File: src/rtl/iomem_arbiter_if.sv
// iomem valid/ready bus bundle: one request channel with a completion strobe and read data.
interface iomem_arbiter_if;
  logic        valid;
  logic        ready;
  logic [31:0] addr;
  logic [31:0] wdata;
  logic [3:0]  wstrb;
  logic [31:0] rdata;

  // Side that issues requests
  modport master (
    output valid, addr, wdata, wstrb,
    input  ready, rdata
  );

  // Side that services requests
  modport slave (
    input  valid, addr, wdata, wstrb,
    output ready, rdata
  );
endinterface

File: src/rtl/iomem_arbiter.sv
// Two-master round-robin arbiter for the shared iomem port, with a hung-transaction timeout.
module iomem_arbiter #(
  parameter logic [15:0] TIMEOUT = 16'd1024  // granted stall cycles before abort; 0 disables
) (
  input  logic                   clk,
  input  logic                   reset,
  iomem_arbiter_if.slave         m0,
  iomem_arbiter_if.slave         m1,
  iomem_arbiter_if.master        s,
  output logic [1:0]             grant,
  output logic                   timeout_err
);

  typedef enum logic [1:0] {StIdle, StGnt0, StGnt1, StAbort} state_e;

  state_e      state_q, state_d;
  logic        owner_q, owner_d;  // 0 = m0, 1 = m1; doubles as last_owner for fairness
  logic [15:0] count_q, count_d;
  logic        err_q, err_d;

  // Request of the current owner; owner_q is always the granted master while not idle
  logic        own_valid;
  logic [31:0] own_addr, own_wdata;
  logic [3:0]  own_wstrb;

  // Select the owning master's request fields
  always_comb begin
    own_valid = owner_q ? m1.valid : m0.valid;
    own_addr  = owner_q ? m1.addr  : m0.addr;
    own_wdata = owner_q ? m1.wdata : m0.wdata;
    own_wstrb = owner_q ? m1.wstrb : m0.wstrb;
  end

  // State register with asynchronous clear
  always_ff @(posedge clk or posedge reset) begin
    if (reset) begin
      state_q <= StIdle;
      owner_q <= 1'b1;
      count_q <= 16'd0;
      err_q   <= 1'b0;
    end else begin
      state_q <= state_d;
      owner_q <= owner_d;
      count_q <= count_d;
      err_q   <= err_d;
    end
  end

  // Next-state: arbitration, completion, protocol drop and timeout
  always_comb begin
    state_d = state_q;
    owner_d = owner_q;
    count_d = count_q;
    err_d   = err_q;
    unique case (state_q)
      StIdle: begin
        // On contention m0 wins only if m1 owned the bus last
        if (m0.valid && (!m1.valid || owner_q)) begin
          state_d = StGnt0;
          owner_d = 1'b0;
          count_d = 16'd0;
        end else if (m1.valid) begin
          state_d = StGnt1;
          owner_d = 1'b1;
          count_d = 16'd0;
        end
      end
      StGnt0, StGnt1: begin
        // Completion takes priority over an abort due in the same cycle
        if (s.ready || !own_valid) begin
          state_d = StIdle;
        end else begin
          if (count_q != 16'hFFFF) count_d = count_q + 16'd1;
          if (TIMEOUT != 16'd0 && count_q == TIMEOUT - 16'd1) state_d = StAbort;
        end
      end
      StAbort: begin
        err_d   = 1'b1;
        state_d = StIdle;
      end
      default: state_d = StIdle;
    endcase
  end

  // Outputs: bus mux and ready/rdata routing, decoded from the registered state only
  always_comb begin
    grant    = 2'b00;
    s.valid  = 1'b0;
    s.addr   = 32'd0;
    s.wdata  = 32'd0;
    s.wstrb  = 4'd0;
    m0.ready = 1'b0;
    m0.rdata = 32'd0;
    m1.ready = 1'b0;
    m1.rdata = 32'd0;
    unique case (state_q)
      StGnt0, StGnt1: begin
        grant   = owner_q ? 2'b10 : 2'b01;
        s.valid = own_valid;
        s.addr  = own_addr;
        s.wdata = own_wdata;
        s.wstrb = own_wstrb;
        if (owner_q) begin
          m1.ready = s.ready;
          m1.rdata = s.rdata;
        end else begin
          m0.ready = s.ready;
          m0.rdata = s.rdata;
        end
      end
      StAbort: begin
        // Slave is dropped; owner gets a synthetic completion with all-ones data
        grant   = owner_q ? 2'b10 : 2'b01;
        s.addr  = own_addr;
        s.wdata = own_wdata;
        s.wstrb = own_wstrb;
        if (owner_q) begin
          m1.ready = 1'b1;
          m1.rdata = 32'hFFFF_FFFF;
        end else begin
          m0.ready = 1'b1;
          m0.rdata = 32'hFFFF_FFFF;
        end
      end
      default: ;
    endcase
  end

  assign timeout_err = err_q;

endmodule

File: src/flat_wrapper.sv
// flat-port wrapper written by rule: the top's interface ports become plain ports
module iomem_arbiter_flat 
#(
  parameter logic [15:0] TIMEOUT = 16'd1024                                                  
)
  (clk, reset, grant, timeout_err, m0_valid, m0_addr, m0_wdata, m0_wstrb, m0_ready, m0_rdata, m1_valid, m1_addr, m1_wdata, m1_wstrb, m1_ready, m1_rdata, s_valid, s_addr, s_wdata, s_wstrb, s_ready, s_rdata);
  iomem_arbiter_if m0_i ();
  iomem_arbiter_if m1_i ();
  iomem_arbiter_if s_i ();
  input  logic clk;
  input  logic reset;
  output logic [1:0] grant;
  output logic timeout_err;
  input wire logic [$bits(m0_i.valid)-1:0] m0_valid;
  input wire logic [$bits(m0_i.addr)-1:0] m0_addr;
  input wire logic [$bits(m0_i.wdata)-1:0] m0_wdata;
  input wire logic [$bits(m0_i.wstrb)-1:0] m0_wstrb;
  output wire logic [$bits(m0_i.ready)-1:0] m0_ready;
  output wire logic [$bits(m0_i.rdata)-1:0] m0_rdata;
  input wire logic [$bits(m1_i.valid)-1:0] m1_valid;
  input wire logic [$bits(m1_i.addr)-1:0] m1_addr;
  input wire logic [$bits(m1_i.wdata)-1:0] m1_wdata;
  input wire logic [$bits(m1_i.wstrb)-1:0] m1_wstrb;
  output wire logic [$bits(m1_i.ready)-1:0] m1_ready;
  output wire logic [$bits(m1_i.rdata)-1:0] m1_rdata;
  output wire logic [$bits(s_i.valid)-1:0] s_valid;
  output wire logic [$bits(s_i.addr)-1:0] s_addr;
  output wire logic [$bits(s_i.wdata)-1:0] s_wdata;
  output wire logic [$bits(s_i.wstrb)-1:0] s_wstrb;
  input wire logic [$bits(s_i.ready)-1:0] s_ready;
  input wire logic [$bits(s_i.rdata)-1:0] s_rdata;
  assign m0_i.valid = m0_valid;
  assign m0_i.addr = m0_addr;
  assign m0_i.wdata = m0_wdata;
  assign m0_i.wstrb = m0_wstrb;
  assign m0_ready = m0_i.ready;
  assign m0_rdata = m0_i.rdata;
  assign m1_i.valid = m1_valid;
  assign m1_i.addr = m1_addr;
  assign m1_i.wdata = m1_wdata;
  assign m1_i.wstrb = m1_wstrb;
  assign m1_ready = m1_i.ready;
  assign m1_rdata = m1_i.rdata;
  assign s_valid = s_i.valid;
  assign s_addr = s_i.addr;
  assign s_wdata = s_i.wdata;
  assign s_wstrb = s_i.wstrb;
  assign s_i.ready = s_ready;
  assign s_i.rdata = s_rdata;
  iomem_arbiter #(.TIMEOUT(TIMEOUT)) u_core (.clk(clk), .reset(reset), .m0(m0_i), .m1(m1_i), .s(s_i), .grant(grant), .timeout_err(timeout_err));
endmodule
File: config.mk
export PLATFORM = sky130hd
export DESIGN_NAME = iomem_arbiter_flat
export DESIGN_NICKNAME = d
export VERILOG_FILES = /design/src/rtl/iomem_arbiter_if.sv /design/src/rtl/iomem_arbiter.sv /design/src/flat_wrapper.sv
export SDC_FILE = /design/constraint.sdc
export NUM_CORES = 1
export LEC_CHECK = 0
export BUFFER_PORTS_ARGS = -buffer_cell sky130_fd_sc_hd__buf_2
export CORE_AREA = 2 2 121 123
export CTS_CLUSTER_SIZE = 24
export DETAILED_ROUTE_END_ITERATION = 10
export DIE_AREA = 0 0 123 125
export GPL_ROUTABILITY_DRIVEN = 0
export PLACE_DENSITY_LB_ADDON = 0.08
export SYNTH_ARGS = -nofsm -noshare
export SYNTH_HDL_FRONTEND = slang
export SYNTH_SLANG_ARGS = --single-unit
File: constraint.sdc
create_clock -name clk -period 5 [get_ports clk]
set_input_delay 0.5 -clock clk [delete_from_list [all_inputs] [get_ports clk]]
set_output_delay 0.5 -clock clk [all_outputs]
set_load 0.01 [all_outputs]
==> flow_summary.yaml <==
outcome:
  status: "finished clean"
logic_synthesis:
  synth_cell_type_count: 47
  ys_ff_latch: 20
  synth_edf_count: 0
  synth_most_common_cell: "nand2_1"
  syn_area_um2: 3040
  synthCells: 454
  synth_nets: 631
  yosysTopAreaCell: "mux2i_1"
  avgSynthCellArea_um2: 6.70
  synth_warnings: 0
  synth_common_cells: "80 x nand2_1, 73 x nor2_1, 70 x mux2i_1, 67 x a21oi_1, 34 x clkbuf_1"
  synth_area_leaders: "mux2i_1 23%, dfrtp_1 16%, a21oi_1 11%"
  synth_flop_cell: "dfrtp_1"
  seq_area_frac_synth_pct: 16.5
  synth-async-reset-ratio_pct: 100
  yosys.area.top_type_share_pct: 23.0
critical_path:
  end_kind: "output pin"
  critPathBufInv: 1
  path_cells: "and2_1, nand2_1, a21oi_1, buf_2"
  critPathMaxFanout: 40
  critical_path.slowest_cell: "and2_1"
  cp-start-kind: "flop"
  max_stage_delay_ps: 970
  arrival_ps: 2720
  setup.worst_path.class: "flop to output pin"
  required_ps: 4500
  path_delay_family: "simple AND/OR/NAND/NOR gates"
sta:
  final-hold-violation-count: 0
  worst_pin_slew_ps: 1140
  finClkSkew_ps: 6.37
  tns_ps: 0
  holdWs_ps: 400
  layout_setup_ws_ps: 1780
  fmax_mhz: 311
  fin_crit_sh_pct: 64.4
  rsz0062_at_grt: "no"
  maxSlewHeadroom_pct: 24.3
  setup_viol: 0
  drv_slew: 0
  finalCriticalPeriod_ps: 3220
placed_design:
  dpl.cell_count: 908
  io_buffers: 310
  postPlaceCellArea_um2: 4690
  dp_worst_setup_slack_ps: 2030
  hpwl_um: 12200
floorplan:
  dieArea_um2: 15400
  die_w_um: 123
  start_util_pct: 21.4
  rows: 44
  die_y_um: 125
  io_pins: 311
  core_area_um2: 14200
cts:
  post_cts_buffers: 0
  cts_hold_buf: 0
  clkTransAtPathRegs_ps: 60
  cts_inserted_buffers: 3
  cts-htree-levels: 1
  insertion_delay_ps: 250
  clk_path_buf_depth: 2
  cts_root_buf: "clkbuf_16"
  clkSinkCount: 20
  tritoncts: "done"
  ctsResizeCount: 0
power:
  ir_drop_uv: 223
  seqPwrFrac_pct: 10.7
  clock_power_share_pct: 7.3
  pwr-share-comb_pct: 82.0
  p_sw_mw: 1.40
  p_leak_nw: 2.70
  p_int_mw: 1.11
  p_sw_share_pct: 55.7
  power_density_nw_per_um2: 524
final_layout:
  n_antenna_cell: 0
  finalNetCount: 906
  area_growth_pct: 57.1
  design_area_um2: 4780
  final_cell_count_no_fill: 912
  layout-drive-gt1-share_pct: 46.2
routing:
  ant_nets: 0
  routed_via_density: 4.74
  drt-total-wl_um: 15100
  avgRoutedWirePerCell_um: 16.5
  route.vias.total: 4319
  drtIter0Drc: 233
  post-route-drc-count: 0
  drtPass1Iterations: 5
grt:
  grt_usage_pct: 18.2
  grt_pass1_wl_um: 22200
  grt_max_degree: 104
  antenna_found_initial: 2
  grt_pass1_vias: 3957
  overflow: 0
run:
  cap_violations: 0
min_path:
  min_path_type: "primary input to asynchronous set/reset pin"
-- layout make-up --
class,count,area [um2]
flip-flops and latches,20,505
clock buffers,4,88.8
fillers,1637,9430
repair buffers,316,1600
well taps,184,230
inverters,4,15.0
multi-input cells,384,2340
-- stage by stage --
step                utilization [%]  total power, mW
finish                         33.6             2.50
global route                   33.6             2.71
CTS                            33.6             2.54
detailed placement             33.0             2.35
global placement               33.0             2.34
floorplan                         -             1.56
-- sequential cells by signal, summed over array words and instances, names as in the netlist --
register / flops
u_core.count_q: 16
u_core.state_q: 2
u_core.timeout_err: 1
u_core.owner_q: 1
-- cell usage in the layout (no fill, tap or decap), types with 5 or more instances in the layout --
cell type,n
nand3_1,9
a21oi_1,67
nand2_1,80
nor3_1,6
a31oi_1,5
buf_2,310
dfrtp_1,19
o311ai_0,6
o21ai_0,6
buf_4,6
nand4_1,6
mux2i_1,70
nor4_1,5
nor2_1,73
-- layer usage --
layer  share of wire [%]  GRT usage, %  vias to the layer above
met5                0.18             0                        -
met4                0.76          2.41                        4
met3                 6.4          4.20                       10
met2                  54          34.4                      137
met1                  38          21.1                     2016
li1                    -             -                     2152
-- path summary, 6_finish.rpt --
path	start	end	slack, ps	cells after the start
max	u_core.owner_q$_DFFE_PP1P_	m1_rdata[15]	1780	4
min	reset	u_core.count_q[12]$_DFFE_PP0P_	400	2
max reg2reg	u_core.owner_q$_DFFE_PP1P_	u_core.count_q[14]$_DFFE_PP0P_	2230	4
min reg2reg	u_core.timeout_err$_DFFE_PP0N_	u_core.timeout_err$_DFFE_PP0N_	450	1
max in group asynchronous	reset	u_core.count_q[9]$_DFFE_PP0P_	4080	2
min in group clk	u_core.timeout_err$_DFFE_PP0N_	u_core.timeout_err$_DFFE_PP0N_	450	1
-- power groups by stage --
stage                     Sequential, mW  Clock (mW)  Combinational, mW
after floorplan                    0.197           0               1.36
after global placement             0.270           0               2.07
after detailed placement           0.273           0               2.08
after CTS                          0.270       0.187               2.08
after global routing               0.278       0.193               2.24
final                              0.268       0.183               2.05
-- kinds of logic after synthesis --
kind of cell	Yosys count	synth area share, %
DFF	20	16.5
buffers and inverters	50	7.00
and+or+nand+nor	208	31.6
adders and majority gates	4	1.65
muxes	73	24.2
AOI/OAI and AO/OA	99	19.0
Power figures use the tool's default switching activity.
